**config.mk**
```make
export PLATFORM = sky130hd
export DESIGN_NAME = fetch_seq
export DESIGN_NICKNAME = d
export VERILOG_FILES = /design/src/rtl/fetch_seq.sv
export SDC_FILE = /design/constraint.sdc
export NUM_CORES = 1
export LEC_CHECK = 0
export ABC_AREA = 1
export CAP_MARGIN = 30
export CORE_MARGIN = 5
export CORE_UTILIZATION = 40
export DETAILED_ROUTE_END_ITERATION = 6
export DONT_BUFFER_PORTS = 1
export GPL_TIMING_DRIVEN = 0
export HOLD_SLACK_MARGIN = 0.08
export PLACE_DENSITY_LB_ADDON = 0.15
export SLEW_MARGIN = 20
export SYNTH_ARGS = -nofsm -noshare
export SYNTH_HDL_FRONTEND = slang
export SYNTH_SLANG_ARGS = --single-unit
```
**constraint.sdc**
```tcl
create_clock -name clk -period 3.1 [get_ports clk]
set_input_delay 0.465 -clock clk [delete_from_list [all_inputs] [get_ports clk]]
set_output_delay 0.465 -clock clk [all_outputs]
set_load 0.01 [all_outputs]
```
**src/rtl/fetch_seq.sv**
```systemverilog
// fetch_seq: program-counter sequencer with conditional jump/call, a return-address
// stack (RAS) and sticky overflow/underflow flags. Define FETCH_SEQ_STALL_EN to enable stall.
module fetch_seq #(
  parameter int              PC_W        = 11,
  parameter int              STACK_DEPTH = 4,
  parameter logic [PC_W-1:0] RESET_VEC   = {PC_W{1'b0}},
  localparam int             DEPTH_W     = $clog2(STACK_DEPTH + 1)
) (
  input  logic               clk,
  input  logic               nreset,
  input  logic               stall,
  input  logic               jump,
  input  logic               call,
  input  logic               ret,
  input  logic               cond,
  input  logic [PC_W-1:0]    target,
  output logic [PC_W-1:0]    pc,
  output logic [DEPTH_W-1:0] depth,
  output logic               ovf,
  output logic               unf
);

  localparam logic [DEPTH_W-1:0] DEPTH_FULL = DEPTH_W'(STACK_DEPTH);
  localparam logic [DEPTH_W-1:0] DEPTH_ONE  = DEPTH_W'(1);
  localparam logic [PC_W-1:0]    PC_ONE     = PC_W'(1);

  logic [PC_W-1:0]    ras [STACK_DEPTH];
  logic [PC_W-1:0]    pc_inc;
  logic [PC_W-1:0]    pc_next;
  logic [PC_W-1:0]    ras_top;
  logic [DEPTH_W-1:0] depth_next;
  logic               ovf_next;
  logic               unf_next;
  logic               push;
  logic               hold;

`ifdef FETCH_SEQ_STALL_EN
  assign hold = stall;
`else
  logic stall_unused;
  assign stall_unused = stall;
  assign hold         = 1'b0;
`endif

  assign pc_inc = pc + PC_ONE;

  // Top-of-stack read (entry depth-1); zero when the stack is empty.
  always_comb begin
    ras_top = {PC_W{1'b0}};
    for (int i = 0; i < STACK_DEPTH; i++) begin
      ras_top = ras_top | ((int'(depth) == i + 1) ? ras[i] : {PC_W{1'b0}});
    end
  end

  // Next-state selection in priority order: stall, ret, taken call, taken jump, increment.
  always_comb begin
    pc_next    = pc;
    depth_next = depth;
    ovf_next   = ovf;
    unf_next   = unf;
    push       = 1'b0;
    if (hold) begin
      pc_next = pc;
    end else if (ret) begin
      if (depth != {DEPTH_W{1'b0}}) begin
        pc_next    = ras_top;
        depth_next = depth - DEPTH_ONE;
      end else begin
        pc_next  = pc_inc;
        unf_next = 1'b1;
      end
    end else if (call && cond) begin
      pc_next = target;
      if (depth != DEPTH_FULL) begin
        push       = 1'b1;
        depth_next = depth + DEPTH_ONE;
      end else begin
        ovf_next = 1'b1;
      end
    end else if (jump && cond) begin
      pc_next = target;
    end else begin
      pc_next = pc_inc;
    end
  end

  // Architectural state register with synchronous active-low reset.
  always_ff @(posedge clk) begin
    if (!nreset) begin
      pc    <= RESET_VEC;
      depth <= {DEPTH_W{1'b0}};
      ovf   <= 1'b0;
      unf   <= 1'b0;
    end else begin
      pc    <= pc_next;
      depth <= depth_next;
      ovf   <= ovf_next;
      unf   <= unf_next;
    end
  end

  // Return-address storage; contents need no reset, occupancy is tracked by depth.
  always_ff @(posedge clk) begin
    for (int i = 0; i < STACK_DEPTH; i++) begin
      if (nreset && push && (int'(depth) == i)) begin
        ras[i] <= pc_inc;
      end else begin
        ras[i] <= ras[i];
      end
    end
  end

endmodule

```
### Word-level counts from Yosys, hierarchy flattened

Memories as Yosys holds them, arrays and structs flattened.
Index checks and enable logic that the tools add are counted.
Widths: inputs -> output; s select.

| storage, ports and cells | value |
|---|---|
| register bits after elaboration | 16 |
| bits in latches | 0 |
| bits in writable memories | 44 |
| memory bits (read-only) | 0 |
| input port bits | 18 |
| output and inout port bits | 16 |
| word-level logic and storage cells | 69 |
| memories kept | 1 |

Memories:

| name | words | width | read ports | clocked after memory_dff | write ports | RTL line | text |
|---|---|---|---|---|---|---|---|
| ras | 4 | 11 | 4 | 0 | 4 | 27 | `logic [PC_W-1:0] ras [STACK_DEPTH];` |

| cells by class | value |
|---|---|
| $add $sub $neg | 3 |
| multiply operators | 0 |
| divide/modulo/power cells | 0 |
| $lt $le $gt $ge | 0 |
| equality and inequality tests | 6 |
| shift-type cells | 0 |
| multiplexer cells | 31 |
| bitwise logic cells | 10 |
| reduce and logical (&&, ||, !) cells | 14 |

Operator list:

| operator | count |
|---|---|
| $mux 11 | 12 |
| $or 11x11->11 | 3 |
| $mux 1 | 15 |
| $mux 3 | 4 |
| $add 11x1->11 const B | 1 |
| $eq 3x3->1 const B | 3 |
| $logic_and 1x1->1 | 7 |
| $reduce_and 3->1 | 2 |
| $or 1x1->1 | 4 |
| $reduce_bool 2->1 | 2 |
| $add 3x1->3 const B | 1 |
| $eq 3x2->1 const B | 1 |
| $logic_not 3->1 | 1 |
| $ne 3x3->1 const B | 1 |
| $not 1->1 | 3 |
| $reduce_bool 3->1 | 1 |
| $sub 3x1->3 const B | 1 |
| $ne 2x1->1 const B | 1 |
| $reduce_and 2->1 | 1 |

### Depth between registers and ports, before layout

| logic depth | value |
|---|---|
| word-level depth | 9 |
| gate-level depth with buffers | 10 |
| mapped depth without buffers | 10 |

### Worst setup path after synthesis

Ideal clock, no wire load.

| path | value |
|---|---|
| path kind | in2reg |
| from | input ret |
| to | memory ras[2][0] (enable) |
| library setup time | 0.408 ns |
| arrival | 2.031 ns |
| required time | 2.692 ns |
| path slack | 0.661 ns |
| stages on the path | 4 |
| path buffers | 1 |
| path through | buf_2 -> inv_1 -> nand3_1 -> nor4_1 |

RTL lines:

| item | RTL line | text |
|---|---|---|
| start, declared | 14 | `input logic ret,` |
| end, declared | 27 |  |

==> impl_results.md <==
- Status: complete, no violations
- CP Max Fanout: 10
- Top post-synthesis cells by area: edfxtp_1, dfxtp_1, nand2_1, nand3_1, o21ai_0
- Final total power: 1.970 mW
- Hold Path Class: primary input to flip-flop
- Vias in the first global route: 2,030
- Gr ovfl total: 0
- Power per cell area: 634.5 nW/um^2
- Top-Level Pins: 34
- Via-per-instance ratio: 5.052
- Final design utilization: a little under half
- Xor/xnor share of the synthesized area: less than 1%
- Switching fraction of total power: approximately 33%
- Area share of fa/ha/maj cells after synthesis: 1.167%
- Pre-antenna DRT Iters: 4
- Die footprint: 8735 sq um
- Setup bufs post-CTS: 0
- Clock Pin Slew Worst Setup and Hold Paths: 0.06 ns
- Initial antenna violation count: 0
- Slowest-stage cell, CP: nor4_2
- Synth cell types: 29
- Syn_area_per_cell: 9.047 sq um
- Largest net degree at the start of global routing: 12
- CP Buf/Inv Count: 4
- Final ANT Viol Nets: 0
- Longest Clk Path Bufs: 2
- Routed len/inst: about 16 um
- CP arrival: 2.34 ns
- Hold Buf Count CTS: 0
- Initial Util: about two fifths
- Pint: 1.328 mW
- Synthesized instance count: between 300 and 400
- Max Cap Viol: 0
- Slowest stage delay, CP: 0.71 ns
- N_diodes: 0
- Clock Root Buffer: clkbuf_8
- TritonCTS clock tree: built
- Worst slew margin: roughly 54%
- Critical path launch point type: flip-flop
- # DRC: 0
- Dpl ws: 0.6956 ns
- Clock Power Share: 29.3%
- Area leader, netlist: edfxtp_1
- Dpl hpwl: 4930 um
- FMAX: 0.4353 GHz
- #FFs+latches synth: 60
- Compound-Gate Fraction of Synth Area: 6.736%
- Syn-to-layout area delta: 11.45%
- Post-CTS resize count: 0
- Critical path cell sequence: buf_4 > clkbuf_1 > nor4_2 > buf_4 > buf_2
- Mux share of post-synthesis cell area: 0%
- Leakage: ~1.3 nW
- Synth Area in Simple Gates: a little over a quarter
- Post-synthesis sequential area ratio: 58.91%
- Global-route wire length before repair: 10,740 um
- Net count, final: 344
- Net Count, Synth: 328
- Max Slew Vio Count: 0
- Global Route Usage Sum: 16.96%
- CTS sink cnt: 60
- Via count: 2,147
- Combinational power share: between 20 and 25%
- Total CTS buffers: 9
- Peak supply drop: about 240 uV
- Type of the worst setup path: flip-flop to flip-flop
- Measured slew at the worst slew-check pin: a little under 0.7 ns
- Worst-skew pair later-pin latency: 0.34 ns
- Final wirelength: 6830 um
- Ys Warns: 0
- Tcrit/Tclk final: between 70% and 80%
- Setup WS post-layout: about 0.8 ns
- Crit path top cell by count: buf_4
- Vert. Die Dim: 93.46 um
- Net Sw Power: 0.6426 mW
- Die width: 93.46 um
- CP top delay family: buffers and inverters
- RSZ-0062 raised after global routing: no
- Flop2flop setup slack: 0.80 ns
- Critical path endpoint category: flip-flop
- Post-layout min period: between 2 and 2.5 ns
- CP Data Required Time: roughly 3.1 ns
- DRT iter0 DRCs: 177
- Largest family of logic cells by synthesized area: simple AND/OR/NAND/NOR gates
- Final Hold Vio Count: 0
- Core area: between 6000 and 7000 sq um
- H-tree depth: 3
- Final Wtd Congestion: 0.8170
- Worst clock skew: slightly above 0.005 ns
- Port Buf Inserts: 0
- Synth top area share: 47.42%
- Share of cells above drive strength 1: 10.64%
- Mapped cell area: between 2000 and 3000 sq um
- # setup viols final: 0
- Register share of total power: 50.0%
- Rows: 30
## worst min-delay path: stages
cell and delay, ns:
nand2_1 0.04, nand3_1 0.07, nand2_1 0.04, inv_1 0.04
## cell families after synthesis
| group | after synthesis |
|---|---|
| and+or+nand+nor | 166 |
| DFF | 60 |
| buffers and inverters | 41 |
| AOI/OAI and AO/OA | 36 |
| xor gates and xnor gates | 3 |
| adders and majority gates | 2 |
## power by group through the flow
stage	Clock [mW]	Combinational [mW]	Sequential [mW]
2_1_floorplan	0	0.291	0.989
3_3_place_gp	0	0.397	1.00
3_5_place_dp	0	0.405	1.00
4_1_cts	0.589	0.407	0.986
5_1_grt	0.623	0.461	0.992
6_report	0.577	0.408	0.986
## Yosys cell counts (all sizes together)
library cell   n
nand2         88
edfxtp        44
inv           32
nand3         32
nor2          31
o21ai         25
dfxtp         16
a21oi          8
nand4          8
buf            6
clkbuf         3
and2           2
nor3           2
nor4           2
xnor2          2
a21boi         1
fa             1
ha             1
nand3b         1
o21a           1
o21bai         1
xor2           1
## state kept, by name, indices dropped and copies added (netlist names)
register  count
depth         3
ovf           1
pc           11
ras          44
unf           1
## area by class of cell
cell class	instances	area [sq um]
buffer	9	52.55
timing repair buffer	5	30.03
clock buffer	12	135.1
tap	96	120.1
clock inverter	4	18.77
fill	674	3689
multi-input combinational	207	987.2
sequential	60	1642
inverter	32	120.1
## layout by cell type, fill, tap and decap left out
master / netlist / routed
nand3_1: 32 / 32
nor2_2: 1 / 2
clkinv_2: 0 / 3
clkinv_1: 0 / 1
ha_1: 1 / 1
nor3_4: 1 / 1
buf_6: 1 / 1
and2_1: 2 / 2
xor2_1: 1 / 1
inv_1: 29 / 29
o21ai_0: 23 / 23
a21boi_0: 1 / 1
o21bai_1: 1 / 1
nand3b_1: 1 / 1
dfxtp_1: 16 / 16
nand2_1: 85 / 85
a21oi_1: 8 / 8
nor2_1: 30 / 29
xnor2_1: 2 / 2
clkbuf_8: 0 / 9
nand4_1: 8 / 8
buf_2: 3 / 6
nor4_2: 0 / 2
inv_2: 3 / 3
fa_1: 1 / 1
clkbuf_1: 3 / 6
o21ai_1: 2 / 2
buf_4: 2 / 4
nor3_2: 1 / 1
nand2_2: 3 / 3
o21a_1: 1 / 1
edfxtp_1: 44 / 44
## per-layer routing
layer / part of all wire, % / routed length [um] / vias up / global-route usage, %
met2: 42 / 2885 / 74 / 23.76
met4: 2.3 / 155 / 0 / 9.158
met1: 49 / 3334 / 1000 / 24.25
met3: 6.6 / 454 / 12 / 3.620
li1: - / - / 1061 / -
met5: 0 / 0 / - / 0
## stage by stage
step	area [sq um]	cells	hold WS [ns]	setup TNS (ns)
CTS	3105	425	0.3315	0
finish	3105	425	0.3436	0
global placement	2907	404	0.5097	-10.59
floorplan	2786	308	0.4863	0
detailed placement	2952	409	0.5239	0
global route	3105	425	0.3497	0
## final timing paths
path / from / to / depth (start not counted)
max: depth[2]$_SDFFE_PN0P_ / ras[1][3]$_DFFE_PP_ / 5
min: target[10] / pc[10]$_SDFF_PN0_ / 4
max reg2reg: depth[2]$_SDFFE_PN0P_ / ras[1][3]$_DFFE_PP_ / 5
min reg2reg: ovf$_SDFFE_PN0P_ / ovf$_SDFFE_PN0P_ / 2
(Power assumes the default switching activity.)
